`src/rtl/seg7_scan_mux.sv`:
```
// Five-digit multiplexed 7-segment driver with frame-synchronous double buffer.
// Optional leading-zero blanking via `define LEADING_ZERO_BLANK_EN.
module seg7_scan_mux #(
  parameter int          CLK_DIV      = 50000,
  parameter int          BLANK_CYCLES = 16,
  parameter logic [6:0]  ZERO_PAT     = 7'b0111111
) (
  input  logic       clk,
  input  logic       rst_n,
  input  logic       load,
  input  logic [6:0] seg_in4,
  input  logic [6:0] seg_in3,
  input  logic [6:0] seg_in2,
  input  logic [6:0] seg_in1,
  input  logic [6:0] seg_in0,
  output logic [6:0] seg_out,
  output logic [4:0] an_out,
  output logic       frame_done
);

  localparam int PW = (CLK_DIV > 1) ? $clog2(CLK_DIV) : 1;
  localparam logic [PW-1:0] P_LAST = PW'(CLK_DIV - 1);

  logic [PW-1:0]   p;
  logic [2:0]      idx;
  logic            pending;
  logic [4:0][6:0] shadow;
  logic [4:0][6:0] active;

  logic       p_wrap;
  logic       frame_edge;
  logic       blank_win;
  logic [4:0] lead;
  logic       digit_off;
  logic [6:0] seg_next;
  logic [4:0] an_next;

  assign p_wrap     = (p == P_LAST);
  assign frame_edge = p_wrap && (idx == 3'd4);
  assign blank_win  = (32'(p) < BLANK_CYCLES);

`ifdef LEADING_ZERO_BLANK_EN
  // A zero is leading only if every more-significant digit is zero too.
  always_comb begin
    lead    = '0;
    lead[4] = (active[4] == ZERO_PAT);
    for (int i = 3; i >= 1; i--) begin
      lead[i] = lead[i+1] && (active[i] == ZERO_PAT);
    end
  end
`else
  assign lead = '0;
`endif

  assign digit_off = blank_win || lead[idx];

  always_comb begin
    seg_next = '0;
    an_next  = 5'b11111;
    if (!digit_off) begin
      seg_next = active[idx];
      an_next  = ~(5'b00001 << idx);
    end
  end

  always_ff @(posedge clk or negedge rst_n) begin
    if (!rst_n) begin
      p   <= '0;
      idx <= '0;
    end else begin
      p <= p_wrap ? '0 : p + 1'b1;
      if (p_wrap) begin
        idx <= (idx == 3'd4) ? 3'd0 : idx + 3'd1;
      end
    end
  end

  // Active only follows shadow at the frame boundary, so a frame never tears.
  always_ff @(posedge clk or negedge rst_n) begin
    if (!rst_n) begin
      shadow     <= '0;
      active     <= '0;
      pending    <= 1'b0;
      frame_done <= 1'b0;
    end else begin
      frame_done <= frame_edge && pending;
      if (frame_edge && pending) begin
        active <= shadow;
      end
      if (load) begin
        shadow  <= {seg_in4, seg_in3, seg_in2, seg_in1, seg_in0};
        pending <= 1'b1;
      end else if (frame_edge) begin
        pending <= 1'b0;
      end
    end
  end

  always_ff @(posedge clk or negedge rst_n) begin
    if (!rst_n) begin
      seg_out <= '0;
      an_out  <= 5'b11111;
    end else begin
      seg_out <= seg_next;
      an_out  <= an_next;
    end
  end

endmodule

```
`config.mk`:
```
export PLATFORM = sky130hd
export DESIGN_NAME = seg7_scan_mux
export DESIGN_NICKNAME = d
export VERILOG_FILES = /design/src/rtl/seg7_scan_mux.sv
export SDC_FILE = /design/constraint.sdc
export NUM_CORES = 1
export LEC_CHECK = 0
export BUFFER_PORTS_ARGS = -buffer_cell sky130_fd_sc_hd__buf_2
export CELL_PAD_IN_SITES_DETAIL_PLACEMENT = 1
export CELL_PAD_IN_SITES_GLOBAL_PLACEMENT = 1
export CORE_MARGIN = 3
export CORE_UTILIZATION = 45
export CTS_BUF_LIST = sky130_fd_sc_hd__clkbuf_4 sky130_fd_sc_hd__clkbuf_8
export DETAILED_ROUTE_END_ITERATION = 12
export GPL_TIMING_DRIVEN = 1
export PLACE_DENSITY = 0.79
export SYNTH_ARGS = -nofsm -noshare
export SYNTH_HDL_FRONTEND = slang
export SYNTH_SLANG_ARGS = --single-unit
```
`constraint.sdc`:
```
create_clock -name clk -period 2.6 [get_ports clk]
set_clock_uncertainty 0.2 [all_clocks]
set_input_delay 0.26 -clock clk [delete_from_list [all_inputs] [get_ports clk]]
set_output_delay 0.26 -clock clk [all_outputs]
set_load 0.02 [all_outputs]
```
# Word level (Yosys, flattened, before mapping)
# Memories as Yosys holds them, arrays and structs flattened.
# Cells that the tools add are included.
# Widths: inputs -> output; s select.
# op_classes
n_eq_ne,2
n_mul,0
n_reduce_logical,4
n_mux,9
n_addsub,2
bitwise_logic,1
div_mod_pow,0
n_shift,1
n_lt_le_gt_ge,2
# ops
operator,n
$bmux 7 s3,1
$add 16x1->16 const B,1
$eq 16x16->1 const B,1
$lt 16x5->1 const B,1
$mux 16,1
$mux 7,2
$mux 5,1
$not 5->5,1
$shl 1x3->5 const A,1
$lt 3x4->1 const B,1
$add 3x1->3 const B,1
$eq 3x3->1 const B,1
$mux 1,3
$mux 3,1
$logic_and 1x1->1,2
$reduce_bool 2->1,1
$logic_or 1x1->1,1
# totals
mem_count,1
register_bits,103
ramBits,0
out_inout_bits,13
in_bits,38
latch_bits,0
mem_bits_ro,8
# memory_table
name,depth,width,read_ports,rd_ports_with_merged_regs,wr,line,rtl
(name not given),8,1,1,0,0,55,assign digit_off = blank_win || lead[idx];

# Longest topological paths before layout
# logic_depth
ltp_word,4
mapped_depth,7
depth_no_buf,5

# Least setup slack after synthesis
# Ideal clock, no wire load.
# synth_timing
path_type,register to register
startpoint,register p[11]
endpoint,register active[14] (netlist bit)
setup_ns,0.125
arrival_ns,2.174
slack_ns,0.100
stages_incl_launch_ff,7
path_buffers,2
cell_sequence,dfrtp_1 -> or4_4 -> nor4_4 -> and4_1 -> buf_6 -> buf_12 -> mux2_4
# synth_between
elab_chain_cells,3
# synth_lines
item,line,rtl
from (decl),24,logic [PW-1:0] p;
from (signal assigned),71,p <= p_wrap ? '0 : p + 1'b1;
$eq 16x16->1,38,assign p_wrap = (p == P_LAST);
$logic_and 1x1->1,39,assign frame_edge = p_wrap && (idx == 3'd4);
$logic_and 1x1->1,87,if (frame_edge && pending) begin
to (signal assigned),88,active <= shadow;
to (decl),28,logic [4:0][6:0] active;
# Every way passes these cells.
# A chain may end at the register's enable or synchronous reset.

# Final worst setup path
# layout_timing
startpoint,register p[11]
endpoint,register active[4] (netlist bit)
# Same word-level chain as after synthesis.

==> impl_metrics.json <==
{
  "status": "complete, no violations",
  "power_leakage_nw": 2.43,
  "wire_per_inst_um": 18.2,
  "dp_hpwl_um": 6010,
  "worstPathRequired_ns": 2.66,
  "pin_count": 51,
  "cap_violations": 0,
  "layout-drive-gt1-share": 0.391,
  "grt_max_degree": 53,
  "synthArstFlopShare": 1.00,
  "design.die.area_um2": 10800,
  "r2r_start": "p[11]",
  "finalSetupTns_ns": 0,
  "cts.clk_slew.worst_paths_ns": 0.10,
  "root_buffer": "clkbuf_8",
  "syn-num-nets": 337,
  "fin_util": 0.570,
  "ys_types": 36,
  "die_h_um": 104,
  "postCtsSetupBuffers": 0,
  "fmax_mhz": 398,
  "die_w_um": 104,
  "synth_commonest_cells": "dfrtp_1, mux2_2, mux2_4",
  "multiInputGateArea_um2": 1630,
  "port_buffers": 50,
  "maxSlewHeadroom": 0.428,
  "seqCellArea_um2": 2580,
  "muxShareOfSynthArea": 0.238,
  "synthAdderAreaFrac": 0.0173,
  "end_kind": "flop",
  "start_util": 0.466,
  "cts_max_level": 3,
  "pwr_density_cell_nw_per_um2": 535,
  "path_buf_inv": 1,
  "drt_iter0_drc": 67,
  "yosys-top-cells-area": "dfrtp_1, mux2_2, mux2_4, mux4_2, dfstp_2",
  "rsz0062_at_grt": "false",
  "firstDrtPassIters": 4,
  "seq_area_frac_synth": 0.597,
  "wl_um": 9450,
  "vias_per_cell": 5.17,
  "grt_pass1_wl_um": 16000,
  "ys_ff_latch": 103,
  "holdBufCountCts": 36,
  "setup_viol": 0,
  "placeableCoreArea_um2": 9280,
  "remaining_drc_errors": 0,
  "cts_buffers": 9,
  "rows": 35,
  "yosysWarningCount": 0,
  "max_stage_delay_ns": 0.57,
  "final_nets": 430,
  "grtUsageTotal": 0.188,
  "critPathMaxFanout": 20,
  "synth-xor-area-share": 0.0202,
  "place.gp.congestion": 0.750,
  "postRouteAntennaNets": 0,
  "crit_start": "p[11]",
  "hold_violations": 0,
  "antennaDiodeCount": 0,
  "first_global_vias": 3059,
  "grt_overflow": 0,
  "crit_path_top_delay_cell": "or4_4",
  "critPathArrivalTime_ns": 2.57,
  "fin_crit_sh": 0.965,
  "ys.flop_type": "dfrtp_1",
  "cts_sinks": 103,
  "period_minus_slack_ns": 2.51,
  "crit_type": "flop to flop",
  "crit_chain": "or4_4, nor4_4, and4_2, buf_12, mux2_1",
  "clockBufferDepth": 2,
  "clock_latency_ns": 0.37,
  "cpLargestDelayFamily": "simple AND/OR/NAND/NOR gates",
  "worstSetupStartpointType": "flop",
  "fill_cells": 945,
  "dpl.cell_count": 468,
  "antenna_found_initial": 0,
  "slew_viol_final": 0,
  "cts_tree": "yes",
  "synth_edf_count": 0,
  "worst_slew_pin_slew_ns": 0.858,
  "vdd_ir_drop_max_mv": 0.355,
  "synthCells": 293,
  "synth.most_common_cell": "dfrtp_1",
  "fin_cells": 520,
  "vias": 2686,
  "synth_top_family_by_area": "multiplexers",
  "yosys.area_share.simple": 0.0818,
  "synth_top_area_cell": "dfrtp_1",
  "post_cts_resized": 0,
  "synth_area_um2": 4330,
  "hp-class": "primary input to async pin",
  "synth-compound-area-share": 0.0191,
  "synth_top_cell_area_share": 0.566,
  "syn_avg_cell_area_um2": 14.8,
  "layout-area-overhead-vs-synth_pct": 22.1
}
-- final timing paths --
kind                              end  slack [ns]  cells after the start
min                        shadow[10]        0.16                      2
max                         active[4]        0.09                      5
min reg2reg                      p[0]        0.29                      1
min in group clk                 p[0]        0.29                      1
max in group asynchronous  frame_done        1.39                      3
max reg2reg                 active[4]        0.09                      5
-- metal layers --
metal	track usage	vias to the layer above	wire length (um)
met1	0.235	1389	4070
met3	0.0459	13	327
met4	0.0608	0	177
met5	0	-	0
li1	-	1225	-
met2	0.323	59	4880
-- worst register-to-register path, stage by stage, from the launching register on --
cell and delay, ns:
dfrtp_1 0.43, or4_4 0.57, nor4_4 0.30, and4_2 0.34
buf_12 0.20, mux2_1 0.35
-- through the flow --
stage	hold slack (ns)	instance area, um^2	worst slack, ns	power, mW
3_5_place_dp	0.0175	4740	0.0898	1.86
5_1_grt	0.195	5290	0.00529	2.94
6_report	0.164	5290	0.0899	2.83
4_1_cts	0.163	5290	0.0691	2.85
3_3_place_gp	0.0183	4740	0.147	1.85
2_1_floorplan	-0.236	4330	0.100	1.77
-- where the power goes --
part,switching (mW),internal (mW)
clock network,0.559,0.396
logic,0.0728,0.109
registers,0.0363,1.66
total,0.668,2.16
-- logic make-up (layout without fill, tap and decap cells) --
group	Yosys count	in the layout
buf+inv	16	114
compound gates	16	16
simple gates	64	64
mux	78	78
fa+ha+maj	6	6
flops	103	103
xor+xnor	10	10
-- state kept, by name, indices dropped and copies added, names as in the netlist --
name	flops
active	35
shadow	35
p	16
seg_out	7
an_out	5
idx	3
frame_done	1
pending	1
-- cell type report --
type / count / share of cell area
Inverter: 4 / 0.00284
Multi-Input combinational cell: 174 / 0.308
Clock buffer: 11 / 0.0274
Sequential cell: 103 / 0.489
Tap cell: 129 / 0.0305
Timing Repair Buffer: 94 / 0.134
Clock inverter: 5 / 0.00781
-- cells in the final DEF (no fill, tap or decap), types with 2 or more instances in the layout --
cell,instances
nand3b_1,2
or3_1,4
buf_2,49
mux4_2,7
nand2_1,18
dfstp_2,5
clkbuf_8,10
dfrtp_1,98
nand2b_1,2
ha_1,6
buf_12,3
buf_4,6
nand3_1,13
inv_1,3
mux2_1,9
nor3_1,4
mux2_2,41
xor2_1,6
dlygate4sd3_1,36
a21oi_1,9
nand4_1,3
mux2_4,20
xnor2_1,4
nor2_1,7
o21ai_0,6
No activity file was read; power rests on OpenSTA's default activity.
